==> config.mk <==
export PLATFORM = sky130hd
export DESIGN_NAME = booth_mult_arbiter_flat
export DESIGN_NICKNAME = d
export VERILOG_FILES = /design/src/rtl/booth_mult_arbiter_if.sv /design/src/rtl/booth_mult_arbiter.sv /design/src/flat_wrapper.sv
export SDC_FILE = /design/constraint.sdc
export NUM_CORES = 1
export LEC_CHECK = 0
export ABC_AREA = 1
export ABC_CLOCK_PERIOD_IN_PS = 2100
export CAP_MARGIN = 20
export CORE_ASPECT_RATIO = 0.75
export CORE_UTILIZATION = 46
export DETAILED_ROUTE_END_ITERATION = 10
export PLACE_DENSITY_LB_ADDON = 0.12
export SLEW_MARGIN = 0
export SYNTH_ARGS = -nofsm -noshare
export SYNTH_HDL_FRONTEND = slang
export SYNTH_SLANG_ARGS = --single-unit
==> constraint.sdc <==
create_clock -name clk -period 2.1 [get_ports clk]
set_input_delay 0.525 -clock clk [delete_from_list [all_inputs] [get_ports clk]]
set_output_delay 0.525 -clock clk [all_outputs]
set_load 0.01 [all_outputs]
==> src/rtl/booth_mult_arbiter_if.sv <==
// Bundle of the two requester channels and the shared product response
// channel of the Booth multiplier arbiter.
interface booth_mult_arbiter_if #(
    parameter int N = 8
);
    logic           req0_valid;
    logic [N-1:0]   req0_m;
    logic [N-1:0]   req0_q;
    logic           req0_ready;

    logic           req1_valid;
    logic [N-1:0]   req1_m;
    logic [N-1:0]   req1_q;
    logic           req1_ready;

    logic           resp_valid;
    logic           resp_id;
    logic [2*N-1:0] resp_ans;
    logic           resp_ready;

    logic           busy;

    modport master (
        output req0_valid, req0_m, req0_q,
        input  req0_ready,
        output req1_valid, req1_m, req1_q,
        input  req1_ready,
        input  resp_valid, resp_id, resp_ans,
        output resp_ready,
        input  busy
    );

    modport slave (
        input  req0_valid, req0_m, req0_q,
        output req0_ready,
        input  req1_valid, req1_m, req1_q,
        output req1_ready,
        output resp_valid, resp_id, resp_ans,
        input  resp_ready,
        output busy
    );
endinterface

==> src/rtl/booth_mult_arbiter.sv <==
// One radix-2 Booth multiplier shared round-robin between two requesters;
// each product takes N EVAL/SHIFT pairs and is held in DONE until taken.
module booth_mult_arbiter #(
    parameter int N     = 8,
    parameter int alpha = 3
) (
    input logic                clk,
    input logic                reset,
    booth_mult_arbiter_if.slave bus
);

    typedef enum logic [1:0] {
        IDLE  = 2'd0,
        EVAL  = 2'd1,
        SHIFT = 2'd2,
        DONE  = 2'd3
    } state_t;

    localparam int CntW = alpha + 1;

    state_t          state_q, state_d;
    logic [N:0]      acc_q, acc_d;
    logic [N:0]      mult_q, mult_d;
    logic [N-1:0]    q_q, q_d;
    logic            qm1_q, qm1_d;
    logic [CntW-1:0] count_q, count_d;
    logic            owner_q, owner_d;
    logic            lastGrant_q, lastGrant_d;
    logic            grant0, grant1;

    // Grants are masked by reset so no ready can leak out while held in reset.
    always_comb begin
        grant0 = 1'b0;
        grant1 = 1'b0;
        if (state_q == IDLE && !reset) begin
            grant0 = bus.req0_valid && (!bus.req1_valid || lastGrant_q);
            grant1 = bus.req1_valid && (!bus.req0_valid || !lastGrant_q);
        end
    end

    assign bus.req0_ready = grant0;
    assign bus.req1_ready = grant1;
    assign bus.resp_valid = (state_q == DONE);
    assign bus.resp_id    = owner_q;
    assign bus.resp_ans   = {acc_q[N-1:0], q_q};
    assign bus.busy       = (state_q != IDLE);

    always_comb begin
        state_d     = state_q;
        acc_d       = acc_q;
        mult_d      = mult_q;
        q_d         = q_q;
        qm1_d       = qm1_q;
        count_d     = count_q;
        owner_d     = owner_q;
        lastGrant_d = lastGrant_q;
        case (state_q)
            IDLE: begin
                if (grant0 || grant1) begin
                    acc_d       = '0;
                    qm1_d       = 1'b0;
                    count_d     = CntW'(N);
                    owner_d     = grant1;
                    lastGrant_d = grant1;
                    state_d     = EVAL;
                    if (grant1) begin
                        mult_d = {bus.req1_m[N-1], bus.req1_m};
                        q_d    = bus.req1_q;
                    end else begin
                        mult_d = {bus.req0_m[N-1], bus.req0_m};
                        q_d    = bus.req0_q;
                    end
                end
            end
            EVAL: begin
                case ({q_q[0], qm1_q})
                    2'b01:   acc_d = acc_q + mult_q;
                    2'b10:   acc_d = acc_q - mult_q;
                    default: acc_d = acc_q;
                endcase
                state_d = SHIFT;
            end
            SHIFT: begin
                {acc_d, q_d, qm1_d} = {acc_q[N], acc_q, q_q};
                count_d = count_q - CntW'(1);
                state_d = (count_q == CntW'(1)) ? DONE : EVAL;
            end
            DONE: begin
                if (bus.resp_ready) begin
                    state_d = IDLE;
                end
            end
            default: state_d = IDLE;
        endcase
    end

    always_ff @(posedge clk or posedge reset) begin
        if (reset) begin
            state_q     <= IDLE;
            acc_q       <= '0;
            mult_q      <= '0;
            q_q         <= '0;
            qm1_q       <= 1'b0;
            count_q     <= '0;
            owner_q     <= 1'b0;
            lastGrant_q <= 1'b1;
        end else begin
            state_q     <= state_d;
            acc_q       <= acc_d;
            mult_q      <= mult_d;
            q_q         <= q_d;
            qm1_q       <= qm1_d;
            count_q     <= count_d;
            owner_q     <= owner_d;
            lastGrant_q <= lastGrant_d;
        end
    end

endmodule

==> src/flat_wrapper.sv <==
// flat-port wrapper written by rule: the top's interface ports become plain ports
module booth_mult_arbiter_flat 
#(
    parameter int N     = 8,
    parameter int alpha = 3
)
  (clk, reset, bus_req0_valid, bus_req0_m, bus_req0_q, bus_req0_ready, bus_req1_valid, bus_req1_m, bus_req1_q, bus_req1_ready, bus_resp_valid, bus_resp_id, bus_resp_ans, bus_resp_ready, bus_busy);
  booth_mult_arbiter_if #(.N(N)) bus_i ();
  input logic clk;
  input logic reset;
  input wire logic [$bits(bus_i.req0_valid)-1:0] bus_req0_valid;
  input wire logic [$bits(bus_i.req0_m)-1:0] bus_req0_m;
  input wire logic [$bits(bus_i.req0_q)-1:0] bus_req0_q;
  output wire logic [$bits(bus_i.req0_ready)-1:0] bus_req0_ready;
  input wire logic [$bits(bus_i.req1_valid)-1:0] bus_req1_valid;
  input wire logic [$bits(bus_i.req1_m)-1:0] bus_req1_m;
  input wire logic [$bits(bus_i.req1_q)-1:0] bus_req1_q;
  output wire logic [$bits(bus_i.req1_ready)-1:0] bus_req1_ready;
  output wire logic [$bits(bus_i.resp_valid)-1:0] bus_resp_valid;
  output wire logic [$bits(bus_i.resp_id)-1:0] bus_resp_id;
  output wire logic [$bits(bus_i.resp_ans)-1:0] bus_resp_ans;
  input wire logic [$bits(bus_i.resp_ready)-1:0] bus_resp_ready;
  output wire logic [$bits(bus_i.busy)-1:0] bus_busy;
  assign bus_i.req0_valid = bus_req0_valid;
  assign bus_i.req0_m = bus_req0_m;
  assign bus_i.req0_q = bus_req0_q;
  assign bus_req0_ready = bus_i.req0_ready;
  assign bus_i.req1_valid = bus_req1_valid;
  assign bus_i.req1_m = bus_req1_m;
  assign bus_i.req1_q = bus_req1_q;
  assign bus_req1_ready = bus_i.req1_ready;
  assign bus_resp_valid = bus_i.resp_valid;
  assign bus_resp_id = bus_i.resp_id;
  assign bus_resp_ans = bus_i.resp_ans;
  assign bus_i.resp_ready = bus_resp_ready;
  assign bus_busy = bus_i.busy;
  booth_mult_arbiter #(.N(N), .alpha(alpha)) u_core (.clk(clk), .reset(reset), .bus(bus_i));
endmodule
==> flow_summary.json, run 1 <==
{
  "max_slew_margin_pct": 70.0,
  "multi_input_area_sq_um": 1540,
  "holdWs_ns": 0.509,
  "cap_violations": 0,
  "grt_use_met1_pct": 34.3,
  "hold_path_class": "reg2reg",
  "startpoint": "u_core.mult_q[0]$_DFFE_PP0P_",
  "clockBufferDepth": 2,
  "ir_drop_mv": 0.671,
  "synthArstFlopShare_pct": 100,
  "reg2regPathDepth": 16,
  "synth_edf_count": 0,
  "yosysTopAreaCellShare_pct": 33.0,
  "ys_top_cells_by_count": "nand2_1, inv_1, dfrtp_1, nand3_1, o21ai_0",
  "maxSlewViolCount": 0,
  "routed_via_density": 4.91,
  "synth_area_per_cell_sq_um": 7.23,
  "routed_wl_um": 6740,
  "drt_iter0_drc": 139,
  "cts_root_buf": "clkbuf_8",
  "reg2reg_from": "u_core.mult_q[0]$_DFFE_PP0P_",
  "die_area_sq_um": 5740,
  "fin_worst_skew_ns": 0.00669,
  "hold_viol": 0,
  "worstPathMaxFanout": 4,
  "clk_latency_ns": 0.29,
  "critPathRequiredTime_ns": 2.28,
  "r2r_end": "u_core.acc_q[8]$_DFFE_PP0P_",
  "fin_crit_sh_pct": 101,
  "synth_cell_types": 33,
  "cts-buffers-inserted": 5,
  "worstSetupPathType": "reg2reg",
  "fill_cells": 422,
  "htreeDepth": 2,
  "dpl.hpwl_um": 4750,
  "fp.coreArea_sq_um": 5060,
  "yosysSeqAreaShare_pct": 34.1,
  "die_width_um": 87.1,
  "tritoncts": "yes",
  "grtUsageMet3_pct": 4.49,
  "via_count": 2564,
  "grt_pass1_wl_um": 11100,
  "end_kind": "flop",
  "rows": 22,
  "synth_most_common_cell": "nand2_1",
  "ant_nets": 0,
  "io_pins": 58,
  "critPathArrivalTime_ns": 2.31,
  "setup_viol": 3,
  "fin_util_pct": 73.4,
  "drive_above_1_share_pct": 25.8,
  "power.leakage_nw": 1.87,
  "syn-num-nets": 399,
  "grt_max_degree": 35,
  "antenna_found_initial": 0,
  "endpoint": "u_core.acc_q[8]$_DFFE_PP0P_",
  "drc": 0,
  "antenna_cells": 0,
  "fin_crit_ns": 2.12,
  "yosysWarnings": 0,
  "top_usage_layer": "met2",
  "synth_area_sq_um": 2500,
  "worst_pin_slew_ns": 0.450,
  "grtUsageTotal_pct": 25.2,
  "path_clk_slew_ns": 0.07,
  "grt_remaining_overflow": 0,
  "synthCells": 346,
  "syn_to_final_growth_pct": 48.7,
  "yosys_register_bits": 34,
  "io_buffer_count": 57,
  "cts.sinks": 34,
  "regArea_sq_um": 852,
  "place.gp.congestion": 0.855,
  "yosysTopAreaCell": "dfrtp_1",
  "synthTopCellsByArea": "dfrtp_1, nand2_1, ha_1",
  "status": "finished, violations left",
  "wl_per_cell_um": 12.9,
  "floorplan.initialDensity_pct": 49.4,
  "cp-start-kind": "flop",
  "violations": "negative setup slack",
  "p_per_area_nw_per_um2": 1700,
  "grtUsageMet2_pct": 41.5,
  "drt_first_pass_iters": 4,
  "die_height_um": 65.9,
  "ys.flop_type": "dfrtp_1",
  "nets": 502,
  "rsz0062_at_grt": "true",
  "fmax_mhz": 471,
  "grt_pass1_vias": 2505,
  "setup_ws_ns": -0.0250,
  "ff2ff_setup_slack_ns": -0.02
}
cells by family after synthesis:
group | synth area share (%)
DFF | 34.1
and+or+nand+nor | 30.3
AOI/OAI and AO/OA | 13.6
buffers and inverters | 11.3
adders and majority gates | 8.30
xor gates and xnor gates | 2.45
how the worst min path moves through the flow:
stage / start / to / depth (start not counted)
after CTS: u_core.lastGrant_q$_DFFE_PP1P_ / u_core.lastGrant_q$_DFFE_PP1P_ / 2
after floorplan: u_core.count_q[3]$_DFFE_PP0P_ / u_core.count_q[3]$_DFFE_PP0P_ / 2
after global routing: u_core.lastGrant_q$_DFFE_PP1P_ / u_core.lastGrant_q$_DFFE_PP1P_ / 2
after detailed placement: u_core.bus.resp_id$_DFFE_PP0P_ / u_core.bus.resp_id$_DFFE_PP0P_ / 2
final: u_core.lastGrant_q$_DFFE_PP1P_ / u_core.lastGrant_q$_DFFE_PP1P_ / 2
after global placement: u_core.bus.resp_id$_DFFE_PP0P_ / u_core.bus.resp_id$_DFFE_PP0P_ / 2
registers in the layout, summed over array words and instances (netlist names):
name	count
u_core.q_q	8
u_core.mult_q	8
u_core.state_q	2
u_core.bus.resp_id	1
u_core.acc_q	9
u_core.lastGrant_q	1
u_core.qm1_q	1
u_core.count_q	4
placed cells by master (no fill, tap or decap), drive strengths merged, types with 10 or more instances in the layout:
master           n
nand2          112
buf             56
clkdlybuf4s50   52
inv             44
dfrtp           33
o21ai           32
nand3           31
nor2            20
ha              15
a21oi           10
report_power, final:
part | switching (mW) | internal (mW) | leakage [nW]
Sequential | 0.211 | 0.937 | 0.429
Combinational | 2.43 | 2.24 | 1.39
Clock | 0.249 | 0.265 | 0.0482
worst max-delay path, cell delays in order, from the launching register on:
cell     delay [ns]
dfrtp_1        0.40
inv_2          0.10
ha_4           0.14
nand2_2        0.06
nor2_4         0.12
nor2_4         0.05
xor2_1         0.13
inv_1          0.09
ha_4           0.32
nand2_4        0.06
buf_4          0.12
nor2_1         0.13
a21oi_2        0.08
inv_1          0.05
nand2_1        0.05
nand3_1        0.07
nand2_1        0.05
routing by layer:
metal	vias to the layer above	share of wire (%)	routed length (um)
li1	1324	-	-
met1	1174	49	3310
met2	60	46	3100
met3	6	4.0	267
met4	0	0.88	59
met5	-	0	0
repair_timing:
| item | CTS | global route |
|---|---|---|
| buffers inserted | 12 | 4 |
| gates cloned | 0 | 0 |
| resized for setup | 28 | 28 |
| pin swaps | 12 | 22 |
| endpoints found under the setup margin | 8 | 10 |
| hold buffers | 0 | 0 |
metrics by stage:
step | setup WS [ns] | instance area, sq um | cells | setup TNS [ns] | total power [mW]
final | -0.0250 | 3720 | 522 | -0.0631 | 6.33
after global routing | -0.212 | 3720 | 522 | -0.710 | 6.86
after CTS | -0.00364 | 3610 | 518 | -0.00364 | 5.82
after detailed placement | -0.310 | 3350 | 498 | -2.95 | 4.88
after global placement | -0.254 | 3350 | 498 | -1.57 | 4.79
after floorplan | 0.0220 | 2520 | 346 | 0 | 3.50
area by class of cell:
class	count	share of cell area, %
Multi-Input combinational cell	252	41.5
Timing Repair Buffer	112	26.3
Sequential cell	34	22.9
Inverter	44	4.44
Tap cell	72	2.42
Clock buffer	7	2.32
Clock inverter	1	0.135
Power figures use the tool's default switching activity.
==> run 2, diff against run 1 <==
--- a/config.mk
+++ b/config.mk
@@ -7,7 +7,7 @@
 export LEC_CHECK = 0
 export ABC_AREA = 1
 export ABC_CLOCK_PERIOD_IN_PS = 2100
-export CAP_MARGIN = 20
+export CAP_MARGIN = 0
 export CORE_ASPECT_RATIO = 0.75
 export CORE_UTILIZATION = 46
 export DETAILED_ROUTE_END_ITERATION = 10
==> results of run 2 <==
No change in the layout: final DEF, timing and power equal those of run 1.
